[src/rtl/wb_dispatch_n_pkg.sv]
// Shared definitions for the Wishbone window dispatcher: FSM encoding,
// default timeout and the address-map window indices.
package wb_pkg;

  typedef enum logic [1:0] {
    ST_IDLE  = 2'd0,
    ST_FWD   = 2'd1,
    ST_LOCAL = 2'd2
  } state_t;

  localparam int unsigned TIMEOUT_DEF = 16;
  localparam int unsigned SEL_W_DEF   = 3;

  localparam int unsigned PCFG_WIN = 1;
  localparam int unsigned CNTR_WIN = 7;

  // Populated-window mask built from the window indices above.
  localparam logic [(1 << SEL_W_DEF)-1:0] SLV_MASK_DEF =
    ((1 << SEL_W_DEF)'(1) << PCFG_WIN) | ((1 << SEL_W_DEF)'(1) << CNTR_WIN);

endpackage

[src/rtl/wb_dispatch_n_if.sv]
// Bus bundle between the requester, the dispatcher and the peripheral windows.
// Handshake: a transfer is requested while cyc&stb are high and completes in
// the cycle ack is high; the requester holds stb/adr/dat stable until that ack.
interface wb_dispatch_n_if #(
  parameter int unsigned ADR_W = 7,
  parameter int unsigned SEL_W = 3,
  parameter int unsigned DAT_W = 32
);
  localparam int unsigned NSLV   = 1 << SEL_W;
  localparam int unsigned SADR_W = ADR_W - SEL_W;

  logic                  wb_stb_i;
  logic                  wb_cyc_i;
  logic                  wb_we_i;
  logic [ADR_W-1:0]      wb_adr_i;
  logic [DAT_W-1:0]      wb_dat_i;
  logic [DAT_W-1:0]      wb_dat_o;
  logic                  wb_ack_o;

  logic [NSLV-1:0]       s_stb_o;
  logic                  s_cyc_o;
  logic                  s_we_o;
  logic [SADR_W-1:0]     s_adr_o;
  logic [DAT_W-1:0]      s_dat_o;
  logic [NSLV*DAT_W-1:0] s_dat_i;
  logic [NSLV-1:0]       s_ack_i;

  modport slave (
    input  wb_stb_i, wb_cyc_i, wb_we_i, wb_adr_i, wb_dat_i, s_dat_i, s_ack_i,
    output wb_dat_o, wb_ack_o, s_stb_o, s_cyc_o, s_we_o, s_adr_o, s_dat_o
  );

  modport master (
    output wb_stb_i, wb_cyc_i, wb_we_i, wb_adr_i, wb_dat_i, s_dat_i, s_ack_i,
    input  wb_dat_o, wb_ack_o, s_stb_o, s_cyc_o, s_we_o, s_adr_o, s_dat_o
  );
endinterface

[src/rtl/wb_dispatch_n_timeout_cntr.sv]
// Clear/enable cycle counter that flags when it sits at TIMEOUT-1.
module wb_timeout_cntr #(
  parameter int unsigned TIMEOUT = 16
) (
  input  logic clk,
  input  logic rst,
  input  logic i_clr,
  input  logic i_en,
  output logic o_term
);
  localparam int unsigned CNT_W = $clog2(TIMEOUT);
  localparam logic [CNT_W-1:0] TERM = CNT_W'(TIMEOUT - 1);

  logic [CNT_W-1:0] r_cnt;

  always_ff @(posedge clk) begin
    if (!rst) begin
      r_cnt <= '0;
    end else if (i_clr) begin
      r_cnt <= '0;
    end else if (i_en) begin
      r_cnt <= r_cnt + 1'b1;
    end
  end

  assign o_term = (r_cnt == TERM);
endmodule

[src/rtl/wb_dispatch_n.sv]
// Wishbone dispatcher: decodes the upper address bits into a window, forwards
// the access to populated windows, self-acks unmapped ones and bounds latency.
module wb_dispatch_n
  import wb_pkg::*;
#(
  parameter int unsigned ADR_W   = 7,
  parameter int unsigned SEL_W   = SEL_W_DEF,
  parameter int unsigned DAT_W   = 32,
  parameter logic [(1 << SEL_W)-1:0] SLV_MASK = SLV_MASK_DEF,
  parameter int unsigned TIMEOUT = TIMEOUT_DEF
) (
  input  logic              clk,
  input  logic              rst,
  wb_dispatch_n_if.slave    bus,
  input  logic              err_clr_i,
  output logic              err_o,
  output logic [SEL_W-1:0]  err_win_o,
  output state_t            o_dbg_state
);
  localparam int unsigned NSLV = 1 << SEL_W;

  state_t           r_state;
  state_t           w_next;
  logic [SEL_W-1:0] r_sel;
  logic             r_err;
  logic [SEL_W-1:0] r_err_win;

  logic             w_req;
  logic [SEL_W-1:0] w_adr_sel;
  logic             w_slv_ack;
  logic [DAT_W-1:0] w_slv_dat;
  logic             w_tmr_clr;
  logic             w_tmr_en;
  logic             w_tmr_term;
  logic             w_ack;
  logic [DAT_W-1:0] w_dat;
  logic [NSLV-1:0]  w_stb;
  logic             w_tmo;

  assign w_req     = bus.wb_cyc_i & bus.wb_stb_i;
  assign w_adr_sel = bus.wb_adr_i[ADR_W-1 -: SEL_W];
  assign w_slv_ack = bus.s_ack_i[r_sel];
  assign w_slv_dat = bus.s_dat_i[r_sel*DAT_W +: DAT_W];

  // The timer only runs while a forwarded access waits; leaving FWD rearms it.
  assign w_tmr_clr = (r_state != ST_FWD);
  assign w_tmr_en  = (r_state == ST_FWD) & ~w_slv_ack;

  wb_timeout_cntr #(.TIMEOUT(TIMEOUT)) u_tmr (
    .clk    (clk),
    .rst    (rst),
    .i_clr  (w_tmr_clr),
    .i_en   (w_tmr_en),
    .o_term (w_tmr_term)
  );

  always_comb begin
    w_next = r_state;
    w_ack  = 1'b0;
    w_dat  = '0;
    w_stb  = '0;
    w_tmo  = 1'b0;
    case (r_state)
      ST_IDLE: begin
        if (w_req) begin
          w_next = SLV_MASK[w_adr_sel] ? ST_FWD : ST_LOCAL;
        end
      end
      ST_FWD: begin
        if (!bus.wb_cyc_i) begin
          w_next = ST_IDLE;
        end else if (w_slv_ack) begin
          w_stb[r_sel] = bus.wb_stb_i;
          w_ack        = 1'b1;
          w_dat        = w_slv_dat;
          w_next       = ST_IDLE;
        end else if (w_tmr_term) begin
          // Forced completion: strobe withdrawn, zero data returned.
          w_ack  = 1'b1;
          w_tmo  = 1'b1;
          w_next = ST_IDLE;
        end else begin
          w_stb[r_sel] = bus.wb_stb_i;
        end
      end
      ST_LOCAL: begin
        w_ack  = bus.wb_cyc_i;
        w_next = ST_IDLE;
      end
      default: w_next = ST_IDLE;
    endcase
  end

  always_ff @(posedge clk) begin
    if (!rst) begin
      r_state   <= ST_IDLE;
      r_sel     <= '0;
      r_err     <= 1'b0;
      r_err_win <= '0;
    end else begin
      r_state <= w_next;
      if (r_state == ST_IDLE && w_req) begin
        r_sel <= w_adr_sel;
      end
      if (w_tmo && !r_err) begin
        r_err_win <= r_sel;
      end
      // A clear in the same cycle as a timeout leaves the flag low.
      if (err_clr_i) begin
        r_err <= 1'b0;
      end else if (w_tmo) begin
        r_err <= 1'b1;
      end
    end
  end

  assign bus.wb_ack_o = w_ack;
  assign bus.wb_dat_o = w_dat;
  assign bus.s_stb_o  = w_stb;
  assign bus.s_cyc_o  = bus.wb_cyc_i;
  assign bus.s_we_o   = bus.wb_we_i;
  assign bus.s_adr_o  = bus.wb_adr_i[ADR_W-SEL_W-1:0];
  assign bus.s_dat_o  = bus.wb_dat_i;

  assign err_o       = r_err;
  assign err_win_o   = r_err_win;
  assign o_dbg_state = r_state;
endmodule
[src/flat_wrapper.sv]
// flat-port wrapper written by rule: the top's interface ports become plain ports
module wb_dispatch_n_flat import wb_pkg::*;
#(
  parameter int unsigned ADR_W   = 7,
  parameter int unsigned SEL_W   = SEL_W_DEF,
  parameter int unsigned DAT_W   = 32,
  parameter logic [(1 << SEL_W)-1:0] SLV_MASK = SLV_MASK_DEF,
  parameter int unsigned TIMEOUT = TIMEOUT_DEF
)
  (clk, rst, err_clr_i, err_o, err_win_o, o_dbg_state, bus_wb_stb_i, bus_wb_cyc_i, bus_wb_we_i, bus_wb_adr_i, bus_wb_dat_i, bus_s_dat_i, bus_s_ack_i, bus_wb_dat_o, bus_wb_ack_o, bus_s_stb_o, bus_s_cyc_o, bus_s_we_o, bus_s_adr_o, bus_s_dat_o);
  wb_dispatch_n_if #(.ADR_W(ADR_W), .SEL_W(SEL_W), .DAT_W(DAT_W)) bus_i ();
  input  logic clk;
  input  logic rst;
  input  logic err_clr_i;
  output logic err_o;
  output logic [SEL_W-1:0] err_win_o;
  output state_t o_dbg_state;
  input wire logic [$bits(bus_i.wb_stb_i)-1:0] bus_wb_stb_i;
  input wire logic [$bits(bus_i.wb_cyc_i)-1:0] bus_wb_cyc_i;
  input wire logic [$bits(bus_i.wb_we_i)-1:0] bus_wb_we_i;
  input wire logic [$bits(bus_i.wb_adr_i)-1:0] bus_wb_adr_i;
  input wire logic [$bits(bus_i.wb_dat_i)-1:0] bus_wb_dat_i;
  input wire logic [$bits(bus_i.s_dat_i)-1:0] bus_s_dat_i;
  input wire logic [$bits(bus_i.s_ack_i)-1:0] bus_s_ack_i;
  output wire logic [$bits(bus_i.wb_dat_o)-1:0] bus_wb_dat_o;
  output wire logic [$bits(bus_i.wb_ack_o)-1:0] bus_wb_ack_o;
  output wire logic [$bits(bus_i.s_stb_o)-1:0] bus_s_stb_o;
  output wire logic [$bits(bus_i.s_cyc_o)-1:0] bus_s_cyc_o;
  output wire logic [$bits(bus_i.s_we_o)-1:0] bus_s_we_o;
  output wire logic [$bits(bus_i.s_adr_o)-1:0] bus_s_adr_o;
  output wire logic [$bits(bus_i.s_dat_o)-1:0] bus_s_dat_o;
  assign bus_i.wb_stb_i = bus_wb_stb_i;
  assign bus_i.wb_cyc_i = bus_wb_cyc_i;
  assign bus_i.wb_we_i = bus_wb_we_i;
  assign bus_i.wb_adr_i = bus_wb_adr_i;
  assign bus_i.wb_dat_i = bus_wb_dat_i;
  assign bus_i.s_dat_i = bus_s_dat_i;
  assign bus_i.s_ack_i = bus_s_ack_i;
  assign bus_wb_dat_o = bus_i.wb_dat_o;
  assign bus_wb_ack_o = bus_i.wb_ack_o;
  assign bus_s_stb_o = bus_i.s_stb_o;
  assign bus_s_cyc_o = bus_i.s_cyc_o;
  assign bus_s_we_o = bus_i.s_we_o;
  assign bus_s_adr_o = bus_i.s_adr_o;
  assign bus_s_dat_o = bus_i.s_dat_o;
  wb_dispatch_n #(.ADR_W(ADR_W), .SEL_W(SEL_W), .DAT_W(DAT_W), .SLV_MASK(SLV_MASK), .TIMEOUT(TIMEOUT)) u_core (.clk(clk), .rst(rst), .bus(bus_i), .err_clr_i(err_clr_i), .err_o(err_o), .err_win_o(err_win_o), .o_dbg_state(o_dbg_state));
endmodule
[config.mk]
export PLATFORM = sky130hd
export DESIGN_NAME = wb_dispatch_n_flat
export DESIGN_NICKNAME = d
export VERILOG_FILES = /design/src/rtl/wb_dispatch_n_pkg.sv /design/src/rtl/wb_dispatch_n_if.sv /design/src/rtl/wb_dispatch_n_timeout_cntr.sv /design/src/rtl/wb_dispatch_n.sv /design/src/flat_wrapper.sv
export SDC_FILE = /design/constraint.sdc
export NUM_CORES = 1
export LEC_CHECK = 0
export ABC_AREA = 1
export CAP_MARGIN = 20
export CORE_AREA = 2 2 154 156
export DETAILED_ROUTE_END_ITERATION = 10
export DIE_AREA = 0 0 156 158
export REMOVE_ABC_BUFFERS = 1
export SYNTH_ARGS = -nofsm -noshare
export SYNTH_HDL_FRONTEND = slang
export SYNTH_SLANG_ARGS = --single-unit
[constraint.sdc]
create_clock -name clk -period 1.45 [get_ports clk]
set_input_delay 0.29 -clock clk [delete_from_list [all_inputs] [get_ports clk]]
set_output_delay 0.29 -clock clk [all_outputs]
set_load 0.02 [all_outputs]
# Word-level counts from Yosys, hierarchy flattened
# Memories as Yosys holds them, arrays and structs flattened.
# Cells that the tools add are included.
# classes
reduce_logical	8
magnitude_cmp	3
add_sub_neg	1
muxes	25
div	0
n_eq_ne	6
bitwise_logic	5
n_mul	0
n_shift	1
# ops
op	count
$shiftx 256x9->32	1
$mux 32	3
$mux 8	4
$mux 2	5
$mux 1	9
$and 8x8->8	1
$lt 3x4->1 const B	2
$add 4x1->4 const B	1
$eq 4x4->1 const B	1
$ne 2x1->1 const B	2
$ne 4x3->1 const B	1
$pmux 2 s2	1
$reduce_or 2->1	2
$bmux 1 s3	1
$demux 1 s3	1
$ge 3x1->1 const B	1
$logic_and 1x1->1	3
$and 1x1->1	2
$eq 2x1->1 const B	1
$eq 2x2->1 const B	1
$logic_not 2->1	1
$not 1->1	2
$pmux 1 s2	1
$reduce_and 2->1	1
$logic_not 1->1	1
# word_totals
word_cells	55
ff_bits	13
mem_bits_ro	8
mem_bits_rw	0
latch_bits	0
inputBits	309
mem_count	1
out_inout_bits	85
# mem_list
memory	depth	width	rd	rd_clocked_by_memory_dff	wr	line_no	text
(name not given)	8	1	1	0	0	wb_dispatch_n.sv:66	w_next = SLV_MASK[w_adr_sel] ? ST_FWD : ST_LOCAL;

# Depth between registers and ports, before layout
# depth
word_depth	9
ltp_mapped	12
depth_no_buf	11

# Cells and area by module
# Synthesis repeated with hierarchy kept, for this count alone.
# unflattened
hier_cells	633
area_unflattened_um2	3348.2
# modules_own_cells
module	cells_per_inst	seq_area_each_um2	area_each_um2	instances
wb_dispatch_n	608	180.2	3166.8	1
wb_timeout_cntr	25	80.1	181.4	1

# Worst setup path before layout
# OpenSTA, ideal clock, no wires.
# synth_path
kind	register to output
start	reg u_core.r_state[0] (netlist: u_core.o_dbg_state[0])
end	out bus_s_stb_o[2]
required_ns	1.160
n_path_buf	0
arrival_time_ns	1.758
stages_incl_launch_ff	8
path_slack_ns	-0.598
cell_sequence	dfxtp_1 -> ha_1 -> nand2_1 -> inv_1 -> nand2_1 -> nor2_1 -> inv_1 -> nor3_1
# synth_via
elab_chain_len	2
# synth_lines
item	line_no	text
start, declared	wb_dispatch_n.sv:22	state_t r_state;
start signal, assigned	wb_dispatch_n.sv:101	r_state <= w_next;
$eq 2x1->1	wb_dispatch_n.sv:63	case (r_state)
$mux 8	wb_dispatch_n.sv:63	
end, declared	flat_wrapper.sv:27	output wire logic [$bits(bus_i.s_stb_o)-1:0] bus_s_stb_o;
# Every way passes these cells.

# Final worst setup path
# layout_path
start	reg u_core.r_sel[2]
end	out bus_wb_dat_o[11]
# layout_via
elab_chain_len	5
elab_cells_between_ends	6
cone_classes	shift: 1; mux: 5
# layout_lines
item	line_no	text
start, declared	wb_dispatch_n.sv:24	logic [SEL_W-1:0] r_sel;
start signal, assigned	wb_dispatch_n.sv:103	r_sel <= w_adr_sel;
parallel branches: the longest is 2 deep, another holds $shiftx 256x9->32	--	
$mux 32 (*)	wb_dispatch_n.sv:72	end else if (w_slv_ack) begin
$mux 32 (*)	wb_dispatch_n.sv:70	if (!bus.wb_cyc_i) begin
$mux 32 (*)	wb_dispatch_n.sv:63	
end, declared	flat_wrapper.sv:25	output wire logic [$bits(bus_i.wb_dat_o)-1:0] bus_wb_dat_o;
# Mark *: on every way between the ends. The select of a mux whose other input is x is not followed.

==> summary.txt <==
Pwr
  • Internal power: 2.01 mW
  • Combinational power share: 71.4%
  • Power density cells: 400 nW/um2
  • Worst IR drop on VDD: 472 uV
  • Switching part of the total power: 36.7%
  • Clock power share: 16.6%
  • Pleak: 3.23 nW
  • Proportion of power drawn by flip-flops and latches: 12.0%
  • Switching power: 1.17 mW

Worst setup path
  • Arrival time at the worst endpoint: 1.86 ns
  • Critical path class: reg -> out
  • Kind of end point of the critical path: output port
  • Startpoint Class: flip-flop
  • Minimum setup slack among reg-to-reg paths: -0.22 ns
  • End of the worst register-to-register path: u_core.err_o
  • Reg-to-reg critical path startpoint: u_core.r_sel[1]
  • Endpoint of the most critical setup path: bus_wb_dat_o[11]
  • Crit path launch: u_core.r_sel[2]
  • Req. time, crit path: 1.16 ns
  • Critical path peak fanout: 13
  • FF-to-FF path depth: 14

Timing
  • Setup TNS Final: -27.60 ns
  • Number of setup violations in the final report: 50
  • Actual slew at the worst max-slew pin: 0.397 ns
  • Max Clock Freq: 0.465 GHz
  • Fin. Hold Viols: 0
  • Minimum clock period after layout: 2.15 ns
  • Final slew viol count: 0
  • Worst slew margin: 73.5%
  • Minimum setup slack in the final design: -0.700 ns
  • Unrepaired setup endpoints after global routing: true
  • Setup skew after layout: 0.00477 ns
  • Final critical-path share of the clock period: 148%
  • Final-layout worst hold slack: 0.507 ns

Yosys
  • Async set-or-reset flop fraction in the synthesized netlist: 0%
  • Share of synthesized cell area in and, or, nand and nor gates: 31.8%
  • Fraction of synthesized area in multiplexers: 0%
  • Library cell occupying the most area in the post-synthesis netlist: o21ai_0
  • Fraction of the mapped netlist area in adder cells: 1.51%
  • Top cell type's share of synthesized area: 16.8%
  • Most frequent cells after synthesis: 141 x nor2_1, 111 x o21ai_0, 71 x nand2_1, 57 x inv_1, 54 x o22ai_1
  • Combinational family with the most area after synthesis: compound AO/OA/AOI/OAI gates
  • Mapped Area: 3310 um2
  • Sequential element share of the synthesized area: 7.87%
  • Number of distinct standard cells referenced by the synthesized netlist: 30
  • Warnings from Yosys: 0
  • Number of enable-type register cells in the synthesized netlist: 0
  • Main area contributors after synthesis: o21ai_0 17%, nor2_1 16%, o22ai_1 10%
  • Most used standard cell by instance count after synthesis: nor2_1
  • Synth Instances: 614
  • Compound-cell area share of the yosys netlist: 35.9%
  • Post-Syn Area per Cell: 5.39 um2
  • Ys flop type: dfxtp_1
  • Xor/xnor share of the synthesized area: 0.265%
  • Synthesized flop and latch total: 13

Global route
  • Largest net degree at the start of global routing: 26
  • Initial antenna violation count: 1
  • M3 GR Usage: 8.68%
  • All-Layer GR Usage: 18.4%
  • Most utilized layer in the global route result: met2
  • Number of global-route vias before repair: 5562
  • First-pass GRT wire length: 33500 um
  • Total gr overflow: 0
  • Grt met2 use: 30.0%
  • Met1 Resource Use GR: 21.7%

Layout
  • Final cell count without fillers: 1236
  • Area Growth Syn to Fin: 140%
  • Number of nets in the layout: 1260
  • Antenna diode count: 0
  • Layout cells sized above 1: 27.6%
  • Final design utilization: 34.4%

Route
  • Total Routed Length: 24800 um
  • Antenna Nets Post-Route: 0
  • Average wire per cell in the routed design: 20.0 um
  • Via-per-instance ratio: 4.51
  • Number of detailed-routing iterations run before antenna repair: 5
  • Routed vias: 5573
  • Detailed Route Iter0 Violations: 318
  • Number of design rule violations left after detail routing: 0

Clock tree
  • TritonCTS clock tree: built
  • CTS buffer count: 3
  • Buffer type at the clock tree root: clkbuf_16
  • Total of hold buffers inserted after clock tree synthesis: 0
  • CTS Sinks: 13
  • Clock-pin slew of the registers on the worst-case setup and hold paths: 0.05 ns
  • Count of H-tree levels built during CTS: 1
  • Max clock buf depth: 2
  • Clk Latency, worst-skew pair: 0.24 ns

Floorplan
  • Standard-cell rows: 56
  • Initial Util: 14.4%
  • Die span in y: 158 um
  • Number of top-level design ports: 394
  • Width of the die: 156 um
  • Die Outline Area: 24600 um2
  • Area inside the core boundary: 23100 um2

Hold path
  • Min-Delay Path Class: reg -> reg

Status
  • Failing checks: negative setup slack
  • Run status: complete, but fails checks

Place
  • Cell Count Post-Placement: 1217
  • IO Port Bufs: 319
  • Post-DP HPWL: 19100 um
  • Routability cong.: 0.869

Flow run
  • Reported max-cap violation count: 0
cells in the final DEF, fill, tap and decap left out, types with 10 or more instances in the layout:
cell type	n
nor2_1	125
buf_12	17
o21ai_0	79
o21ai_2	16
buf_4	68
o22ai_1	39
a21oi_4	10
o22ai_2	15
nand2_1	62
a21oi_2	13
nor2_2	14
clkdlybuf4s50_1	269
buf_6	32
inv_1	48
o21ai_1	16
layer usage:
metal	part of all wire, %	wire length, um	vias up
met5	0.51	127	-
met4	1.8	442	4
met3	12	2980	34
met2	45	11100	310
met1	41	10100	2538
li1	-	-	2687
repair_timing:
item                                   in CTS  in global routing
endpoints found under the hold margin       0                  0
resized for setup                         314                100
setup endpoints to repair                  57                 54
pin swaps                                  41                 56
cloned                                      5                  1
setup buffers                               9                  5
per-stage QoR:
stage,setup slack [ns],power [mW],area (um2)
after floorplan,-2.77,0.981,2790
after global placement,-1.04,2.31,7080
after detailed placement,-1.08,2.30,7080
after CTS,-0.687,3.09,7580
after global routing,-0.749,3.36,7940
final,-0.700,3.17,7940
power groups by stage:
| stage | clock network (mW) | logic (mW) | registers (mW) |
|---|---|---|---|
| after floorplan | 0 | 0.557 | 0.424 |
| final | 0.526 | 2.27 | 0.382 |
| after global routing | 0.554 | 2.42 | 0.383 |
| after global placement | 0 | 1.93 | 0.383 |
| after detailed placement | 0 | 1.92 | 0.383 |
| after CTS | 0.533 | 2.18 | 0.378 |
worst min-delay path by stage:
stage | to | slack, ns | startpoint | depth (start not counted)
floorplan | u_core.err_o | 0.36 | err_clr_i | 1
global route | u_core.u_tmr.r_cnt[1] | 0.54 | u_core.u_tmr.r_cnt[1] | 2
finish | u_core.u_tmr.r_cnt[1] | 0.51 | u_core.u_tmr.r_cnt[1] | 2
CTS | u_core.u_tmr.r_cnt[1] | 0.48 | u_core.u_tmr.r_cnt[1] | 2
global placement | u_core.u_tmr.r_cnt[1] | 0.46 | u_core.u_tmr.r_cnt[1] | 2
detailed placement | u_core.u_tmr.r_cnt[1] | 0.47 | u_core.u_tmr.r_cnt[1] | 2
final cells by class:
| cell class | instances | area, um2 |
|---|---|---|
| clock inverters | 1 | 5.00 |
| well taps | 290 | 363 |
| inverters | 61 | 249 |
| flip-flops and latches | 13 | 273 |
| clock buffers | 3 | 75.1 |
| multi-input cells | 461 | 2780 |
| repair buffers | 407 | 4200 |
| fillers | 2465 | 15100 |
sequential cells by signal (all words and copies together) (netlist names):
signal              cells
u_core.err_o            1
u_core.err_win_o        3
u_core.o_dbg_state      2
u_core.r_sel            3
u_core.u_tmr.r_cnt      4
critical path: stages, from the launching register on:
cell and delay [ns]:
dfxtp_4 0.39, buf_6 0.11, nand2_4 0.07, inv_8 0.09, buf_6 0.16, o21ai_0 0.10
o22ai_1 0.35, a211oi_2 0.08, nor2_2 0.13, buf_6 0.13
kinds of logic (layout without fill, tap and decap cells):
kind of cell,count (synthesis),count (layout)
fa+ha+maj,4,4
buf+inv,140,472
simple gates,249,249
flops,13,13
compound gates,207,207
xor+xnor,1,1
Note: power is estimated with default switching activity, not from simulation.
